### src/rtl/emsensor_ctrl.sv
// Sequencing and alarm-collection controller for an EM sensor cell array:
// resets and warms up the cells, then persistence-filters their alarms into a latched trip.
module emsensor_ctrl #(
  parameter int N_CELLS = 16,
  parameter int RST_CYC = 4,
  parameter int WARMUP  = 8,
  parameter int THRESH  = 2,
  parameter int CNT_W   = 16
) (
  input  logic               clk,
  input  logic               rst,
  input  logic               en,
  input  logic               clr,
  input  logic [N_CELLS-1:0] mask,
  input  logic [N_CELLS-1:0] cell_alarm,
  output logic               cell_rst,
  output logic               alarm_irq,
  output logic [N_CELLS-1:0] alarm_vec,
  output logic [CNT_W-1:0]   alarm_cnt,
  output logic [2:0]         state
);

  localparam int TMR_MAX = (RST_CYC > WARMUP) ? RST_CYC : WARMUP;
  localparam int TMR_W   = $clog2(TMR_MAX + 1);
  localparam int STK_W   = $clog2(THRESH + 1);

  typedef enum logic [2:0] {
    S_IDLE = 3'd0,
    S_ARM  = 3'd1,
    S_WARM = 3'd2,
    S_MON  = 3'd3,
    S_TRIP = 3'd4
  } state_e;

  state_e             state_q, state_d;
  logic [TMR_W-1:0]   timer_q, timer_d;
  logic [STK_W-1:0]   streak_q, streak_d;
  logic [N_CELLS-1:0] streak_vec_q, streak_vec_d;
  logic [N_CELLS-1:0] alarm_q;
  logic [N_CELLS-1:0] alarm_vec_q, alarm_vec_d;
  logic [CNT_W-1:0]   alarm_cnt_q, alarm_cnt_d;
  logic               cell_rst_q, cell_rst_d;
  logic               alarm_irq_q, alarm_irq_d;
  logic               hit;

  assign hit = |alarm_q;

  // NOTE: every signal gets its default first, so no path through the case can infer a latch.
  always_comb begin
    state_d      = state_q;
    timer_d      = timer_q;
    streak_d     = streak_q;
    streak_vec_d = streak_vec_q;
    alarm_vec_d  = alarm_vec_q;
    alarm_cnt_d  = alarm_cnt_q;

    if (!en) begin
      state_d      = S_IDLE;
      timer_d      = '0;
      streak_d     = '0;
      streak_vec_d = '0;
      alarm_vec_d  = '0;
    end else begin
      unique case (state_q)
        S_IDLE: begin
          state_d = S_ARM;
          timer_d = '0;
        end
        S_ARM: begin
          if (timer_q == TMR_W'(RST_CYC - 1)) begin
            state_d = S_WARM;
            timer_d = '0;
          end else begin
            timer_d = timer_q + 1'b1;
          end
        end
        S_WARM: begin
          if (timer_q == TMR_W'(WARMUP - 1)) begin
            state_d      = S_MON;
            timer_d      = '0;
            streak_d     = '0;
            streak_vec_d = '0;
          end else begin
            timer_d = timer_q + 1'b1;
          end
        end
        S_MON: begin
          if (!hit) begin
            streak_d     = '0;
            streak_vec_d = '0;
          end else if (streak_q == STK_W'(THRESH - 1)) begin
            // Trip edge: the latched vector includes this cycle's sample.
            state_d      = S_TRIP;
            alarm_vec_d  = streak_vec_q | alarm_q;
            streak_d     = '0;
            streak_vec_d = '0;
            if (alarm_cnt_q != '1) alarm_cnt_d = alarm_cnt_q + 1'b1;
          end else begin
            streak_d     = streak_q + 1'b1;
            streak_vec_d = streak_vec_q | alarm_q;
          end
        end
        S_TRIP: begin
          if (clr) begin
            state_d      = S_ARM;
            timer_d      = '0;
            streak_d     = '0;
            streak_vec_d = '0;
            alarm_vec_d  = '0;
          end
        end
        default: state_d = S_IDLE;
      endcase
    end

    // Outputs are decoded from the next state so they leave the block registered.
    cell_rst_d  = (state_d == S_WARM) || (state_d == S_MON) || (state_d == S_TRIP);
    alarm_irq_d = (state_d == S_TRIP);
  end

  // NOTE: state registers use non-blocking assignments so every flop samples pre-edge values.
  always_ff @(posedge clk or negedge rst) begin
    if (!rst) begin
      state_q      <= S_IDLE;
      timer_q      <= '0;
      streak_q     <= '0;
      streak_vec_q <= '0;
      alarm_q      <= '0;
      alarm_vec_q  <= '0;
      alarm_cnt_q  <= '0;
      cell_rst_q   <= 1'b0;
      alarm_irq_q  <= 1'b0;
    end else begin
      state_q      <= state_d;
      timer_q      <= timer_d;
      streak_q     <= streak_d;
      streak_vec_q <= streak_vec_d;
      alarm_q      <= cell_alarm & ~mask;
      alarm_vec_q  <= alarm_vec_d;
      alarm_cnt_q  <= alarm_cnt_d;
      cell_rst_q   <= cell_rst_d;
      alarm_irq_q  <= alarm_irq_d;
    end
  end

  assign cell_rst  = cell_rst_q;
  assign alarm_irq = alarm_irq_q;
  assign alarm_vec = alarm_vec_q;
  assign alarm_cnt = alarm_cnt_q;
  assign state     = state_q;

endmodule

### config.mk
export PLATFORM = sky130hd
export DESIGN_NAME = emsensor_ctrl
export DESIGN_NICKNAME = d
export VERILOG_FILES = /design/src/rtl/emsensor_ctrl.sv
export SDC_FILE = /design/constraint.sdc
export NUM_CORES = 1
export LEC_CHECK = 0
export ABC_AREA = 0
export CAP_MARGIN = 10
export CORE_MARGIN = 5
export CORE_UTILIZATION = 31
export CTS_BUF_LIST = sky130_fd_sc_hd__clkbuf_8
export DETAILED_ROUTE_END_ITERATION = 16
export HOLD_SLACK_MARGIN = 0.08
export PLACE_DENSITY = 0.59
export SLEW_MARGIN = 25
export SYNTH_ARGS = -nofsm -noshare
export SYNTH_HDL_FRONTEND = slang
export SYNTH_SLANG_ARGS = --single-unit
### constraint.sdc
create_clock -name clk -period 3.33 [get_ports clk]
set_clock_uncertainty 0.05 [all_clocks]
set_input_delay 0.666 -clock clk [delete_from_list [all_inputs] [get_ports clk]]
set_output_delay 0.666 -clock clk [all_outputs]
set_load 0.05 [all_outputs]
Word-level counts from Yosys, hierarchy flattened
Index checks and enable logic that the tools add are counted.
{"block": "op_classes", "add_sub_neg": 3, "eq_ne": 18, "n_mux": 28, "bitwise_logic": 3, "n_reduce_logical": 8}
{"operator": "$mux W16", "count": 8}
{"operator": "$pmux W16 S3", "count": 1}
{"operator": "$pmux W16 S2", "count": 1}
{"operator": "$mux W3", "count": 6}
{"operator": "$add A16 B1 Y16 const B", "count": 1}
{"operator": "$and A16 B16 Y16", "count": 1}
{"operator": "$mux W4", "count": 4}
{"operator": "$ne A16 B16 Y1 const B", "count": 1}
{"operator": "$not A16 Y16", "count": 1}
{"operator": "$or A16 B16 Y16", "count": 1}
{"operator": "$pmux W4 S4", "count": 1}
{"operator": "$reduce_or A16 Y1", "count": 1}
{"operator": "$pmux W3 S5", "count": 1}
{"operator": "$eq A3 B2 Y1 const B", "count": 4}
{"operator": "$ne A3 B3 Y1 const B", "count": 4}
{"operator": "$mux W2", "count": 5}
{"operator": "$eq A3 B3 Y1 const B", "count": 2}
{"operator": "$pmux W2 S3", "count": 1}
{"operator": "$ne A5 B1 Y1 const B", "count": 1}
{"operator": "$reduce_and A5 Y1", "count": 1}
{"operator": "$add A4 B1 Y4 const B", "count": 1}
{"operator": "$eq A4 B2 Y1 const B", "count": 1}
{"operator": "$eq A4 B3 Y1 const B", "count": 1}
{"operator": "$ne A4 B1 Y1 const B", "count": 1}
{"operator": "9 further kinds", "count": 10}
{"block": "word_totals", "ff_bits": 75, "inputBits": 36, "output_inout_bits": 37, "word_cells": 69}

Depth between registers and ports, before layout
{"block": "logic_depth", "word_depth": 8, "ltp_mapped": 7, "ltp_nobuf": 6}

Worst setup path before layout
No wires, ideal clock.
{"block": "synth_timing", "path_type": "reg-to-reg", "from": "register state_q[1], in the netlist state[1]", "to": "register alarm_cnt_q[15], in the netlist alarm_cnt[15]", "setup_time_ns": 0.128, "arrival_time_ns": 1.870, "t_required_ns": 3.152, "setup_slack_ns": 1.282, "path_stages_with_launch": 6, "period_less_slack_ns": 2.048, "path_cell_list": "dfrtp_1 -> nor2b_4 -> and4_1 -> nand2_1 -> nor4_1 -> mux2_1"}
{"block": "synth_between", "elab_chain_len": 2}
{"item": "from (decl)", "line": "35", "text": "state_e state_q, state_d;"}
{"item": "from (signal assigned)", "line": "134", "text": "state_q <= state_d;"}
{"item": "$eq A3 B2 Y1", "line": "64", "text": "unique case (state_q)"}
{"item": "$reduce_and A5 Y1 (no source line)"}
{"item": "to (signal assigned)", "line": "140", "text": "alarm_cnt_q <= alarm_cnt_d;"}
{"item": "to (decl)", "line": "41", "text": "logic [CNT_W-1:0] alarm_cnt_q, alarm_cnt_d;"}
Every way passes these cells.
A chain may end at the register's enable or synchronous reset.

Worst setup path after layout
{"block": "layout_timing", "from": "register state_q[0], in the netlist state[0]", "to": "output state[0]"}
{"item": "to (decl)", "line": "20", "text": "output logic [2:0] state"}
No word-level cell between the ends.

==> run summary <==
The flow ran to the end, and the final reports show no timing, DRC or antenna violations. The tightest slew margin relative to the limit came out at 0.555. The clock tree from TritonCTS is built.

The kind of cell with the highest combined delay along the critical path is buffers and inverters. Counting every instance in the synthesized netlist gives 281. The HPWL after detailed placement came out at 4610 um. After clock tree synthesis, the flow added hold-fix buffers numbering 0. The summed negative setup slack over all endpoints came out at 0 ps. The area share of the largest cell type after synthesis came out at 0.581. The wire length of the first global-routing pass is 11600 um. The switching power of the nets came out at 0.437 mW.

The max-cap violation count is 0. The cell row count came out at 37. Power comes to 1.81 mW. The number of global-route vias before repair was 2377. The share of power burned in the clock network came out at 0.392.

Based on the critical path, the design can be clocked at up to roughly 390 MHz. The number of distinct standard cells referenced by the synthesized netlist came out at 44. The final wirelength is approximately 6700 um.

The pin count of the biggest net entering global routing came out at 76. Across all setup checks in the final design, the least slack found is 757 ps. The kind of critical path is flip-flop to output pin. The antenna diode count came out at 0. The global-route total usage across every layer came out at 0.113.

The wire length per cell is 13.4 um. The floorplan step set the die height to roughly 110 um. The type of destination of the critical path is an output pin.

The die covers 12600 sq um. After detailed routing, the number of remaining DRC violations is 0. The async set-or-reset flop fraction in the synthesized netlist is 1.00. The element type at the critical path start is a flip-flop. After synthesis, the cell types taking the most area are sky130_fd_sc_hd__dfrtp_1, sky130_fd_sc_hd__o2bb2ai_2, sky130_fd_sc_hd__nor2_1. Detailed routing inserted a total of around 2300 vias. The biggest cell delay along the critical path came out at about 900 ps. Walking the worst path, the cells encountered are clkdlybuf4s50_1. Setup repair after global routing left no endpoint under its margin. CTS placed an instance of sky130_fd_sc_hd__clkbuf_8 at the clock tree root. The worst slack at placement came out at 756 ps. Yosys printed 0 warnings. The final count of hold timing violations came to 0. Of all nets on the critical path, the largest fanout is 15. The H-tree depth is 3. The most used flip-flop cell after synthesis is sky130_fd_sc_hd__dfrtp_1. The clock period minus final worst setup slack came out at 2570 ps.

The initial antenna violation count came out at 0. The power per standard cell area came out at around 420 nW/um^2. The worst-case register-to-register setup slack is 1220 ps. The post-synth net total is 319. The iteration-0 DRC count of the detailed router came out at 62. The leakage power came out at 1.86 nW. The period utilization came out at 0.773. The synthesized design contains 0 enable-type register cells. The tightest min-delay check is of the input pin to asynchronous set/reset pin type. Of all cell types, the one taking the most synthesized area is sky130_fd_sc_hd__dfrtp_1. The peak ir drop on the vdd network came out at 168 uV. From synthesis to final layout, the design area changed by 32.9%. Setup violations remaining at the end of the flow were counted as 0.

The I/O pin count is 73. At the later pin of the worst-skew pair, clock insertion delay measures about 350 ps. The worst slack on hold paths is 267 ps. The data required time of the critical path is 2610 ps. The number of buffers inserted during clock tree synthesis is 9. The worst-path cell with the longest stage delay is sky130_fd_sc_hd__clkdlybuf4s50_1. The first detailed-routing pass ran for 4 iterations. The cell area that synthesis handed to floorplanning was roughly 3200 sq um. The share of total power dissipated in sequential elements is 0.531.

The worst register-to-register path begins at state[1]. The maximum number of buffers from clock root to sink is 2. Routability-driven placement finished with a final weighted congestion of 0.760. The library cells used most frequently in the layout, excluding fill and tap cells, are sky130_fd_sc_hd__dfrtp_1, sky130_fd_sc_hd__clkdlybuf4s50_1, sky130_fd_sc_hd__nor2_1.

The end of the worst register-to-register path is streak_vec_q[3]. The switching fraction of total power came out at 0.242. The number of setup buffers added after CTS is 0. Together, buffers and inverters on the worst path number 1.

The cell-internal power is 1.37 mW. Once detail routing completed, the nets flagged for antenna violations numbered 0. After clock tree synthesis, the clock-pin slew on the worst setup and hold paths is 80 ps. The starting utilization of the core area came out at 0.316. The transition time at the pin with the least slew margin came out at 667 ps. Using the TritonRoute via totals, the vias-per-cell ratio works out to 4.66. The mean instance size in the synthesized netlist is between 10 and 15 sq um.

The total overflow reported by the global router came out at 0. Post-CTS repair changed the size of 0 cells. The combinational power share came out at 0.077. After synthesis the netlist holds a flip-flop and latch count of 75. The region available for standard cell placement spans 10200 sq um. The proportion of layout cells with a drive suffix above 1 is 0.113. The worst-case reg-to-reg path depth came out at 6. The arrival time at the worst endpoint is roughly 1900 ps.

The die width came out at 112 um. The count of pins over their slew limit came to 0. After the last flow step, the layout net total stands at 396. The share of the Yosys chip area taken by registers is 0.581. The most frequent standard cell in the layout excluding fill and tap cells is sky130_fd_sc_hd__dfrtp_1. The number of sinks driven by the clock tree came out at 75. Port buffering added 72 buffers.
[cell usage after synthesis (2+ instances only)]
master	number
sky130_fd_sc_hd__a21oi_1	19
sky130_fd_sc_hd__o22ai_1	2
sky130_fd_sc_hd__nand2_1	15
sky130_fd_sc_hd__o2bb2ai_1	6
sky130_fd_sc_hd__a21boi_0	2
sky130_fd_sc_hd__inv_1	3
sky130_fd_sc_hd__nor4_2	4
sky130_fd_sc_hd__nor2_1	38
sky130_fd_sc_hd__nor2b_1	21
sky130_fd_sc_hd__xnor2_1	3
sky130_fd_sc_hd__a21o_1	2
sky130_fd_sc_hd__nor4_1	2
sky130_fd_sc_hd__dfrtp_1	75
sky130_fd_sc_hd__xor2_1	10
sky130_fd_sc_hd__o2bb2ai_2	10
sky130_fd_sc_hd__nor3_1	7
sky130_fd_sc_hd__o21ai_1	2
sky130_fd_sc_hd__and3_1	2
sky130_fd_sc_hd__nand3_1	8
sky130_fd_sc_hd__ha_1	2
sky130_fd_sc_hd__mux2_2	2
sky130_fd_sc_hd__buf_2	4
sky130_fd_sc_hd__mux2i_1	3
sky130_fd_sc_hd__clkbuf_1	2
sky130_fd_sc_hd__nand4_1	5
sky130_fd_sc_hd__and2_1	3
sky130_fd_sc_hd__o21ai_0	7
sky130_fd_sc_hd__nor3b_1	3
sky130_fd_sc_hd__and4_1	4
[stage by stage]
| stage | cells | util | instance area [sq um] |
|---|---|---|---|
| 4_1_cts | 499 | 0.419 | 4290 |
| 2_1_floorplan | 281 | - | 3230 |
| 6_report | 499 | 0.419 | 4290 |
| 3_5_place_dp | 483 | 0.399 | 4090 |
| 5_1_grt | 499 | 0.419 | 4290 |
| 3_3_place_gp | 483 | 0.399 | 4090 |
[registers in the layout (all words and copies together) (netlist names)]
signal / count
timer_q: 4
state: 3
alarm_q: 16
cell_rst: 1
streak_vec_q: 16
alarm_vec: 16
alarm_cnt: 16
streak_q: 2
alarm_irq: 1
[metal layers]
metal,vias up,GRT usage,part of all wire
met2,66,0.183,0.46
met1,1108,0.140,0.46
li1,1140,-,-
met3,9,0.0480,0.069
met5,-,0,0
met4,0,0.0313,0.012
[cell families after synthesis]
family,synth area share
XOR/XNOR,0.0353
AND/OR/NAND/NOR,0.206
AO/OA/AOI/OAI,0.133
multiplexers,0.0198
buffers and inverters,0.0178
flip-flops,0.581
adder cells (fa/ha/maj),0.00775
[how the worst max path moves through the flow]
stage | start | to | slack, ps | cells past startpoint
finish | state[0] | state[0] | 760 | 1
floorplan | state[1] | alarm_cnt[15] | 1280 | 5
CTS | state[0] | state[0] | 730 | 1
global route | state[0] | state[0] | 660 | 1
detailed placement | en | streak_vec_q[6] | 760 | 5
global placement | en | streak_vec_q[13] | 820 | 5
[final cells by class]
type | count | area (sq um)
fillers | 990 | 5940
flip-flops and latches | 75 | 1880
multi-input cells | 195 | 1290
repair buffers | 74 | 737
well taps | 136 | 170
clock buffers | 10 | 138
clock inverters | 6 | 63.8
inverters | 3 | 11.3
[power groups by stage]
stage                     Sequential [mW]  Combinational (mW)  Clock [mW]
after floorplan                     0.976              0.0675           0
after global placement              0.979               0.141           0
after global routing                0.965               0.159       0.781
after detailed placement            0.978               0.144           0
after CTS                           0.961               0.144       0.735
final                               0.961               0.140       0.709
No activity file was read; power rests on OpenSTA's default activity.
